[src/rtl/icap_reader.sv]
// Reads one 7-series configuration register through ICAPE2 (X32): sync, Type-1 read header,
// timed read window, then DESYNC. The ICAPE2 pins are exposed so the top level can arbitrate.
module icap_reader #(
  parameter int unsigned READ_WAIT = 4
) (
  input  logic        CLK,
  input  logic        RST,
  input  logic [4:0]  REG_ADDR_I,
  input  logic        VALID_I,
  output logic [31:0] DATA_O,
  output logic        DATA_VALID_O,
  output logic        BUSY_O,
  output logic        ICAP_CSIB_O,
  output logic        ICAP_RDWRB_O,
  output logic [31:0] ICAP_I_O,
  input  logic [31:0] ICAP_O_I
);

  localparam logic [31:0] WordDummy  = 32'hFFFF_FFFF;
  localparam logic [31:0] WordSync   = 32'hAA99_5566;
  localparam logic [31:0] WordNoop   = 32'h2000_0000;
  localparam logic [31:0] WordCmd    = 32'h3000_8001;
  localparam logic [31:0] WordDesync = 32'h0000_000D;
  localparam logic [31:0] HdrBase    = 32'h2800_0001;
  localparam logic [3:0]  LastRead   = 4'(READ_WAIT - 1);

  typedef enum logic [3:0] {
    StIdle, StDummy, StSync, StNoopA, StRdHdr, StNoopB, StToRd,
    StRead, StRdEnd, StToWr, StCmd, StDesync, StNoopC, StDone
  } state_e;

  state_e      state_q, state_d;
  logic [3:0]  cnt_q, cnt_d;
  logic [4:0]  addr_q, addr_d;
  logic [31:0] capture_q, capture_d;
  logic [31:0] data_q, data_d;
  logic        dv_q, dv_d;
  logic        busy_q, busy_d;
  logic        csib_q, csib_d;
  logic        rdwrb_q, rdwrb_d;
  logic [31:0] icap_i_q, icap_i_d;
  logic [31:0] word;

  // ICAPE2 expects every byte bit-reversed in place.
  function automatic logic [31:0] bitswap(input logic [31:0] v);
    logic [31:0] r;
    r = '0;
    for (int b = 0; b < 4; b++) begin
      for (int i = 0; i < 8; i++) begin
        r[8*b+i] = v[8*b+7-i];
      end
    end
    return r;
  endfunction

  always_comb begin
    state_d   = state_q;
    cnt_d     = cnt_q;
    addr_d    = addr_q;
    capture_d = capture_q;
    unique case (state_q)
      StIdle, StDone: begin
        if (VALID_I) begin
          state_d = StDummy;
          addr_d  = REG_ADDR_I;
        end else begin
          state_d = StIdle;
        end
      end
      StDummy: state_d = StSync;
      StSync:  state_d = StNoopA;
      StNoopA: state_d = StRdHdr;
      StRdHdr: begin
        state_d = StNoopB;
        cnt_d   = '0;
      end
      StNoopB: begin
        if (cnt_q == 4'd1) begin
          state_d = StToRd;
        end else begin
          cnt_d = cnt_q + 4'd1;
        end
      end
      StToRd: begin
        state_d = StRead;
        cnt_d   = '0;
      end
      StRead: begin
        if (cnt_q == LastRead) begin
          state_d   = StRdEnd;
          capture_d = bitswap(ICAP_O_I);
        end else begin
          cnt_d = cnt_q + 4'd1;
        end
      end
      StRdEnd:  state_d = StToWr;
      StToWr:   state_d = StCmd;
      StCmd:    state_d = StDesync;
      StDesync: begin
        state_d = StNoopC;
        cnt_d   = '0;
      end
      StNoopC: begin
        if (cnt_q == 4'd1) begin
          state_d = StDone;
        end else begin
          cnt_d = cnt_q + 4'd1;
        end
      end
      default: state_d = StIdle;
    endcase
  end

  // Outputs are decoded from the next state so that every pin comes straight from a flop.
  always_comb begin
    word    = WordDummy;
    csib_d  = 1'b1;
    rdwrb_d = 1'b0;
    busy_d  = 1'b1;
    dv_d    = 1'b0;
    data_d  = data_q;
    case (state_d)
      StIdle:  busy_d = 1'b0;
      StDummy: csib_d = 1'b0;
      StSync: begin
        csib_d = 1'b0;
        word   = WordSync;
      end
      StNoopA, StNoopB, StNoopC: begin
        csib_d = 1'b0;
        word   = WordNoop;
      end
      StRdHdr: begin
        csib_d = 1'b0;
        word   = HdrBase | ({27'd0, addr_q} << 13);
      end
      StToRd, StRdEnd: rdwrb_d = 1'b1;
      StRead: begin
        csib_d  = 1'b0;
        rdwrb_d = 1'b1;
      end
      StCmd: begin
        csib_d = 1'b0;
        word   = WordCmd;
      end
      StDesync: begin
        csib_d = 1'b0;
        word   = WordDesync;
      end
      StDone: begin
        busy_d = 1'b0;
        dv_d   = 1'b1;
        data_d = capture_q;
      end
      default: ;
    endcase
    icap_i_d = bitswap(word);
  end

  always_ff @(posedge CLK) begin
    if (RST) begin
      state_q   <= StIdle;
      cnt_q     <= '0;
      addr_q    <= '0;
      capture_q <= '0;
      data_q    <= '0;
      dv_q      <= 1'b0;
      busy_q    <= 1'b0;
      csib_q    <= 1'b1;
      rdwrb_q   <= 1'b0;
      icap_i_q  <= '1;
    end else begin
      state_q   <= state_d;
      cnt_q     <= cnt_d;
      addr_q    <= addr_d;
      capture_q <= capture_d;
      data_q    <= data_d;
      dv_q      <= dv_d;
      busy_q    <= busy_d;
      csib_q    <= csib_d;
      rdwrb_q   <= rdwrb_d;
      icap_i_q  <= icap_i_d;
    end
  end

  assign DATA_O       = data_q;
  assign DATA_VALID_O = dv_q;
  assign BUSY_O       = busy_q;
  assign ICAP_CSIB_O  = csib_q;
  assign ICAP_RDWRB_O = rdwrb_q;
  assign ICAP_I_O     = icap_i_q;

endmodule

[config.mk]
export PLATFORM = sky130hd
export DESIGN_NAME = icap_reader
export DESIGN_NICKNAME = d
export VERILOG_FILES = /design/src/rtl/icap_reader.sv
export SDC_FILE = /design/constraint.sdc
export NUM_CORES = 1
export LEC_CHECK = 0
export CAP_MARGIN = 10
export CORE_AREA = 2 2 101 103
export CTS_CLUSTER_SIZE = 25
export DETAILED_ROUTE_END_ITERATION = 7
export DIE_AREA = 0 0 103 105
export GPL_TIMING_DRIVEN = 0
export PLACE_DENSITY = 0.68
export SLEW_MARGIN = 10
export SYNTH_ARGS = -nofsm -noshare
export SYNTH_HDL_FRONTEND = slang
export SYNTH_SLANG_ARGS = --single-unit
[constraint.sdc]
create_clock -name CLK -period 2.7 [get_ports CLK]
set_clock_uncertainty 0.05 [all_clocks]
set_input_delay 0.405 -clock CLK [delete_from_list [all_inputs] [get_ports CLK]]
set_output_delay 0.405 -clock CLK [all_outputs]
set_load 0.01 [all_outputs]
======== Yosys cells after proc, flatten, opt, wreduce, memory -nomap -nowiden ========
Index checks and enable logic that the tools add are counted.
cells by class
  add/sub/neg operators ................... 1
  eq/ne operators ......................... 29
  reductions and logical operators ........ 13
  mux-type cells .......................... 13
operators with widths
  kind                 number
  $pmux 32 s5          1
  $pmux 4 s13          1
  $eq 4x4->1 const B   11
  $eq 4x3->1 const B   8
  $eq 4x2->1 const B   5
  $mux 4               5
  $eq 4x1->1 const B   3
  $pmux 4 s3           1
  $reduce_or 3->1      3
  $reduce_or 9->1      1
  $logic_not 4->1      2
  $reduce_or 2->1      3
  $mux 1               5
  $add 4x1->4 const B  1
  $ne 2x2->1 const B   2
  $reduce_and 2->1     2
  $reduce_and 3->1     1
  $reduce_bool 3->1    1
storage, ports and cells
  output and inout port bits .............. 68
  word-level logic and storage cells ...... 66
  flip-flop bits (word level) ............. 113

======== Logic depth before layout (Yosys ltp) ========
Gate-level depths: netlist of the first run.
  depth in word-level cells ............... 6
  mapped depth ............................ 7

======== Worst setup path after synthesis of the first run ========
OpenSTA, ideal clock, no wires.
  path kind ............................... register to register
  start ................................... register cnt_q[0]
  end ..................................... register capture_q[22]
  slack ................................... 0.831 ns
  arrival time ............................ 1.687 ns
  data required time ...................... 2.518 ns
  library setup time ...................... 0.132 ns
  buffers on the path ..................... 2
  stages on the path, launching flop included .. 8
  path through ............................ dfxtp_1 ha_1 or3b_4 or3_1 buf_2 buf_6 nand2_1 a21oi_1
between the ends
  longest elaborated chain between the ends .. 2
ends and longest elaborated chain
  what                               RTL line  RTL
  start, declared                    33        logic [3:0] cnt_q, cnt_d;
  start signal, assigned             174       cnt_q <= cnt_d;
  $eq 4x2->1                         89        if (cnt_q == LastRead) begin
  $reduce_and 2->1 (no source line)  n/a
  end signal, assigned               176       capture_q <= capture_d;
  end, declared                      35        logic [31:0] capture_q, capture_d;
Every way passes these cells.
A chain may end at the register's enable or synchronous reset.

======== Worst setup path in the final report of the first run ========
  start ................................... register cnt_q[0]
  end ..................................... register data_q[28], in the netlist DATA_O[28]
between the ends
  longest elaborated chain between the ends .. 4
ends and longest elaborated chain
  what                                      RTL line     RTL
  $eq 4x1->1 or $eq 4x2->1 (tied branches)  78, 104, 89
  $mux 4 (on tied branches)                 104, 78, 89
  $pmux 4 s13 (*)                           61           unique case (state_q)
  $eq 4x4->1 (*)                            122          case (state_d)
  end signal, assigned                      177          data_q <= data_d;
  end, declared                             36           logic [31:0] data_q, data_d;
Every way passes the cells marked *; elsewhere a longest branch is shown, timed or not.

==> parameters.txt, run 1 <==
Parameter                              Value

Outcome
  Result of the run    completed

Routing
  Iteration-0 DRC Markers    81
  Routed Antenna Nets    0
  Post-detailed-routing wire length    9.25 mm
  DRC violations left    0
  Number of iterations in the first detailed-routing pass    4
  Per-cell via count in the routed design    4.80
  Via count    3,435
  Average routed wire per standard cell    12.9 um

Job
  Count of max-cap constraint violations    0

Setup path
  Crit path max-delay cell type    sky130_fd_sc_hd__nor3b_2
  Class of the most critical setup path    flop to flop
  Cell chain of the critical path    ha_1 -> nor3b_2 -> nand4_1 -> clkbuf_1 -> nand2_1 -> a21oi_1
  Maximum single-stage delay on the critical path    470 ps
  CP Capture Type    flop
  Kind of start point of the critical path    flop
  Critical Path Fanout Max    10
  Register-to-register setup slack    500 ps
  Length in cells of the worst reg-to-reg path    6
  CP arrival    2380 ps
  CP required    2890 ps

Floorplan
  FP Rows    36
  Placeable core region    0.00964 sq mm
  Initial standard-cell utilization of the core    39.7%
  Width of the die    103 um
  Die area    0.0108 sq mm
  Die height    105 um
  Total I/O pin count    108

Yosys
  Number of warning messages in the yosys log    0
  Post-Synthesis Cell Area    0.00382 sq mm
  Area share of the largest cell type after synthesis    49.2%
  EDFF count, synth    0
  Synthesized instance count    460
  Cell with the most instances after synthesis    sky130_fd_sc_hd__nand2_1
  Commonest cells post-synth    sky130_fd_sc_hd__nand2_1, sky130_fd_sc_hd__dfxtp_1, sky130_fd_sc_hd__a21oi_1
  Post-synthesis async set-or-reset flop share    0%
  Post-synth cell types    48
  Total of flip-flops plus latches after synthesis    94
  Cell types occupying the most area after synthesis    sky130_fd_sc_hd__dfxtp_1, sky130_fd_sc_hd__nand2_1, sky130_fd_sc_hd__a21oi_1, sky130_fd_sc_hd__buf_4, sky130_fd_sc_hd__buf_6
  Average footprint of a synthesized cell    8.31 sq um
  Cell type contributing the most total cell area after synthesis    sky130_fd_sc_hd__dfxtp_1
  Most used flip-flop cell after synthesis    sky130_fd_sc_hd__dfxtp_1
  Synthesized netlist net count    502
  Sequential-to-total area share from yosys stat    49.2%

Place
  Placed instance area    0.00506 sq mm
  DPL Wire Length    6.85 mm
  Gpl congestion    0.858
  Placed Instances    700
  Count of input and output buffers    107

Clock tree
  PostCTS Resize Cnt    0
  Number of buffers on the longest clock path    2
  Setup repair bufs after CTS    0
  Clock tree from TritonCTS    built
  Skew-Pair Late Insertion Delay    360 ps
  Clock buffers created by TritonCTS    9
  # H-tree levels    3
  Number of hold buffers added after cts    0
  Clock transition at path regs    100 ps
  CTS Root Buffer Type    sky130_fd_sc_hd__clkbuf_8
  Sinks on the clock net    94

GRT
  GR Util All Layers    17.1%
  Total overflow reported by the global router    0
  Via count of the first global-routing pass    3,215
  Largest net degree at the start of global routing    19
  Global-route wire length before repair    14.8 mm
  Initial antenna violation count    0

Layout
  ANT cells    0
  Layout-stage area growth over the synthesis result    37.4%
  Share of final-layout standard cells stronger than drive strength 1    10.8%
  Number of cells in the finished layout apart from fillers    716
  Nets    620
  Final non-filler cell area    0.00525 sq mm

STA
  Post-layout minimum cycle time    2200 ps
  Worst relative slew slack    52.7%
  Final worst path period share    81.3%
  Measured slew at the worst slew-check pin    704 ps
  Slew Viols, Final    0
  Top achievable clock speed    456 MHz
  Hold violation count in the final report    0
  Setup Viol. Count Final    0
  Final sum of negative setup slack    0 ps
  Unrepaired setup endpoints after global routing    false
  Worst hold slack    398 ps

Power
  Cell area power density    540 mW/mm^2
  Total leakage power    0.00185 uW
  IR Drop Worst-Case VDD    0.249 mV

Hold path
  Hold/Removal Path Class    flop to flop
  Number of instances on the worst hold path    2
[critical path: cells and delay by family, from the launching register on]
kind	cells	cell delay (ps)
AO/OA/AOI/OAI	1	70
AND/OR/NAND/NOR	3	990
flip-flops	1	410
buffers and inverters	1	340
adder cells (fa/ha/maj)	1	210
[registers in the layout, indices dropped and copies added, names as in the netlist, 4 cells and up]
| name | cells |
|---|---|
| DATA_O | 32 |
| capture_q | 32 |
| ICAP_I_O | 13 |
| addr_q | 5 |
| cnt_q | 4 |
| state_q | 4 |
[power by group]
| part | leakage [uW] | internal (uW) | switching, uW | total [uW] |
|---|---|---|---|---|
| sequential | 0.000761 | 1430 | 27.4 | 1460 |
| clock | 0.0000993 | 359 | 534 | 892 |
| combinational | 0.000989 | 273 | 210 | 483 |
[kinds of logic (layout without fill, tap and decap cells)]
group,after synthesis,count (layout),share of synthesized area [%]
buffers and inverters,55,178,9.03
flip-flops,94,94,49.2
multiplexers,7,7,1.83
adder cells (fa/ha/maj),3,3,0.916
AND/OR/NAND/NOR,191,191,22.5
AO/OA/AOI/OAI,110,110,16.5
[through the flow]
stage	power, uW	worst slack (ps)	util, %
2_1_floorplan	1740	831	-
3_3_place_gp	1970	482	52.5
3_5_place_dp	1980	422	52.5
4_1_cts	2860	510	54.5
5_1_grt	2960	278	54.5
6_report	2830	505	54.5
[placed cells by master (no fill, tap or decap), drive strengths merged, types with 3 or more instances in the layout]
| master | n |
|---|---|
| nand2 | 140 |
| clkdlybuf4s50 | 107 |
| dfxtp | 94 |
| a21oi | 78 |
| buf | 36 |
| clkbuf | 24 |
| nor2 | 13 |
| o21ai | 10 |
| inv | 8 |
| nand2b | 7 |
| mux2i | 7 |
| nor2b | 5 |
| nand3 | 5 |
| and3 | 3 |
| nor3b | 3 |
| nor3 | 3 |
| clkinv | 3 |
[worst paths after layout]
check | start | endpoint
worst max register to register | cnt_q[0]$_SDFFE_PP0P_ | DATA_O[28]$_SDFFE_PP0P_
worst min-delay path | capture_q[2]$_SDFFE_PP0P_ | DATA_O[2]$_SDFFE_PP0P_
worst min register to register | capture_q[2]$_SDFFE_PP0P_ | DATA_O[2]$_SDFFE_PP0P_
worst max-delay path | cnt_q[0]$_SDFFE_PP0P_ | DATA_O[28]$_SDFFE_PP0P_
[final cells by class]
cell class / count / area, sq um
plain buffers: 51 / 330
clock buffers: 9 / 124
clock inverters: 7 / 67.6
fillers: 944 / 4390
inverters: 4 / 15.0
multi-input cells: 311 / 1600
flip-flops and latches: 94 / 1880
well taps: 133 / 166
repair buffers: 107 / 1070
[layer usage]
layer / vias up / wire length (um) / global-route usage, %
met4: 0 / 170 / 6.39
met3: 17 / 546 / 3.08
met2: 111 / 4320 / 27.7
li1: 1754 / - / -
met1: 1553 / 4220 / 22.6
met5: - / 0 / 0
Power figures use the tool's default switching activity.
==> run 2: changes to the inputs <==
- PLACE_DENSITY: 0.68 -> 0.71
- clock period: 2.7 -> 1.9 ns (I/O delays scaled with it)
==> parameters.txt, run 2 (same netlist as run 1, synthesis figures left out) <==
Parameter                              Value

Outcome
  Result of the run    completed

Clock tree
  Clock tree from TritonCTS    built
  CTS Root Buffer Type    sky130_fd_sc_hd__clkbuf_8
  # H-tree levels    3
  Clock transition at path regs    90 ps
  Sinks on the clock net    94
  Skew-Pair Late Insertion Delay    370 ps
  Clock buffers created by TritonCTS    9
  Number of buffers on the longest clock path    2

Place
  Count of input and output buffers    107
  Placed Instances    700
  DPL Wire Length    6.82 mm
  Post-placement worst setup slack    -277 ps
  Gpl congestion    0.837

GRT
  Via count of the first global-routing pass    3,364
  Largest net degree at the start of global routing    17
  Total overflow reported by the global router    0
  GR Util All Layers    18.1%
  Global-route wire length before repair    15.7 mm
  Initial antenna violation count    0

Routing
  Per-cell via count in the routed design    4.80
  Average routed wire per standard cell    13.3 um
  Iteration-0 DRC Markers    129
  Number of iterations in the first detailed-routing pass    5
  DRC violations left    0
  Via count    3,472
  Routed Antenna Nets    0
  Post-detailed-routing wire length    9.60 mm

Layout
  Commonest cells after routing, fill and taps aside    sky130_fd_sc_hd__nand2_1, sky130_fd_sc_hd__clkdlybuf4s50_1, sky130_fd_sc_hd__dfxtp_1
  Layout-stage area growth over the synthesis result    41.8%
  ANT cells    0
  Nets    629
  Number of cells in the finished layout apart from fillers    724
  Most frequent standard cell in the layout excluding fill and tap cells    sky130_fd_sc_hd__nand2_1
  Share of final-layout standard cells stronger than drive strength 1    15.2%

STA
  Worst hold slack    402 ps
  Top achievable clock speed    543 MHz
  Final sum of negative setup slack    0 ps
  Slew Viols, Final    0
  Measured slew at the worst slew-check pin    569 ps
  Setup Viol. Count Final    0
  Worst relative slew slack    62.0%
  Final worst path period share    96.9%
  Hold violation count in the final report    0
  Unrepaired setup endpoints after global routing    true
  Post-layout minimum cycle time    1840 ps
  Post-route worst setup slack    58.3 ps

Floorplan
  Total I/O pin count    108
  Die height    105 um
  FP Rows    36
  Initial standard-cell utilization of the core    39.7%
  Width of the die    103 um
  Die area    0.0108 sq mm
  Placeable core region    0.00964 sq mm

Setup path
  CP required    2080 ps
  Kind of start point of the critical path    flop
  Worst R2R End    capture_q[27]$_SDFFE_PP0P_
  Length in cells of the worst reg-to-reg path    6
  CP arrival    2030 ps
  Critical Path Fanout Max    10
  Total buffers and inverters traversed by the critical path    1
  Crit path max-delay cell type    sky130_fd_sc_hd__or3_4
  Class of the most critical setup path    flop to flop
  CP Capture Type    flop
  Maximum single-stage delay on the critical path    440 ps
  Register-to-register setup slack    60 ps
  Source of the critical timing path    cnt_q[0]$_SDFFE_PP0P_
  Critical path's top delay family    simple AND/OR/NAND/NOR gates
  Worst flop-to-flop path startpoint    cnt_q[0]$_SDFFE_PP0P_
  Cell chain of the critical path    ha_4 -> or3b_4 -> or3_4 -> buf_6 -> nand2_1 -> a21oi_1

Hold path
  Hold Crit Endpoint    DATA_O[21]$_SDFFE_PP0P_
  Hold Startpoint    capture_q[21]$_SDFFE_PP0P_
  Hold/Removal Path Class    flop to flop
  Number of instances on the worst hold path    2

Job
  Count of max-cap constraint violations    0

Power
  IR Drop Worst-Case VDD    0.348 mV
  Cell area power density    737 mW/mm^2
  Total leakage power    0.00191 uW
## run 2: cell types whose count changed in the layout (fill, tap and decap cells not counted), moves of 4 or more
| cell | change |
|---|---|
| sky130_fd_sc_hd__clkbuf_1 | -5 |
| sky130_fd_sc_hd__clkbuf_4 | +4 |
| sky130_fd_sc_hd__dfxtp_1 | -4 |
| sky130_fd_sc_hd__clkinvlp_4 | +4 |
| sky130_fd_sc_hd__buf_2 | -4 |
| sky130_fd_sc_hd__buf_4 | +13 |
## run 2: layout make-up
cell class / instances / area, sq um
well taps: 133 / 166
inverters: 4 / 15.0
clock inverters: 6 / 47.5
multi-input cells: 311 / 1680
clock buffers: 9 / 124
fillers: 919 / 4220
plain buffers: 50 / 353
flip-flops and latches: 94 / 1890
repair buffers: 117 / 1150
## run 2: worst max-delay path by stage
| stage | cells past startpoint | to | slack, ps |
|---|---|---|---|
| global placement | 4 | DATA_VALID_O$_SDFF_PP0_ | -250 |
| CTS | 8 | DATA_O[8]$_SDFFE_PP0P_ | -10 |
| detailed placement | 4 | addr_q[2]$_SDFFE_PP0P_ | -280 |
| floorplan | 7 | capture_q[22]$_SDFFE_PP0P_ | 30 |
| global route | 5 | ICAP_I_O[7]$_SDFF_PP1_ | -30 |
| finish | 6 | capture_q[27]$_SDFFE_PP0P_ | 60 |
## run 2: report_power, final
part           internal (uW)  switching, uW
combinational            405            315
clock                    474            722
sequential              2040           41.4
## run 2: timing repair
item                       CTS  global route
pin swaps                    3             5
cloned                       1             0
hold endpoints to repair     0             0
resized for setup           19            29
setup buffers                8             1
setup endpoints to repair   83            81
hold buffers                 0             0
## run 2: routing by layer
layer	global-route usage (%)	vias to the layer above	share of wire, %
met5	0	-	0
met4	7.42	0	0.69
met3	4.01	6	6.9
met2	29.1	124	48
met1	23.1	1574	45
li1	-	1768	-
## run 2: per-stage QoR
stage	power [uW]	area, sq um	util, %
final	3990	5420	56.2
after global routing	4150	5420	56.2
after CTS	3990	5360	55.6
after detailed placement	2810	5060	52.5
after global placement	2800	5060	52.5
after floorplan	2470	3820	-
## run 2: worst reg2reg max path, cell delays in order, from the launching register on
cell and delay, ps:
sky130_fd_sc_hd__dfxtp_4 390, sky130_fd_sc_hd__ha_4 140, sky130_fd_sc_hd__or3b_4 400, sky130_fd_sc_hd__or3_4 440, sky130_fd_sc_hd__buf_6 170, sky130_fd_sc_hd__nand2_1 60
sky130_fd_sc_hd__a21oi_1 60
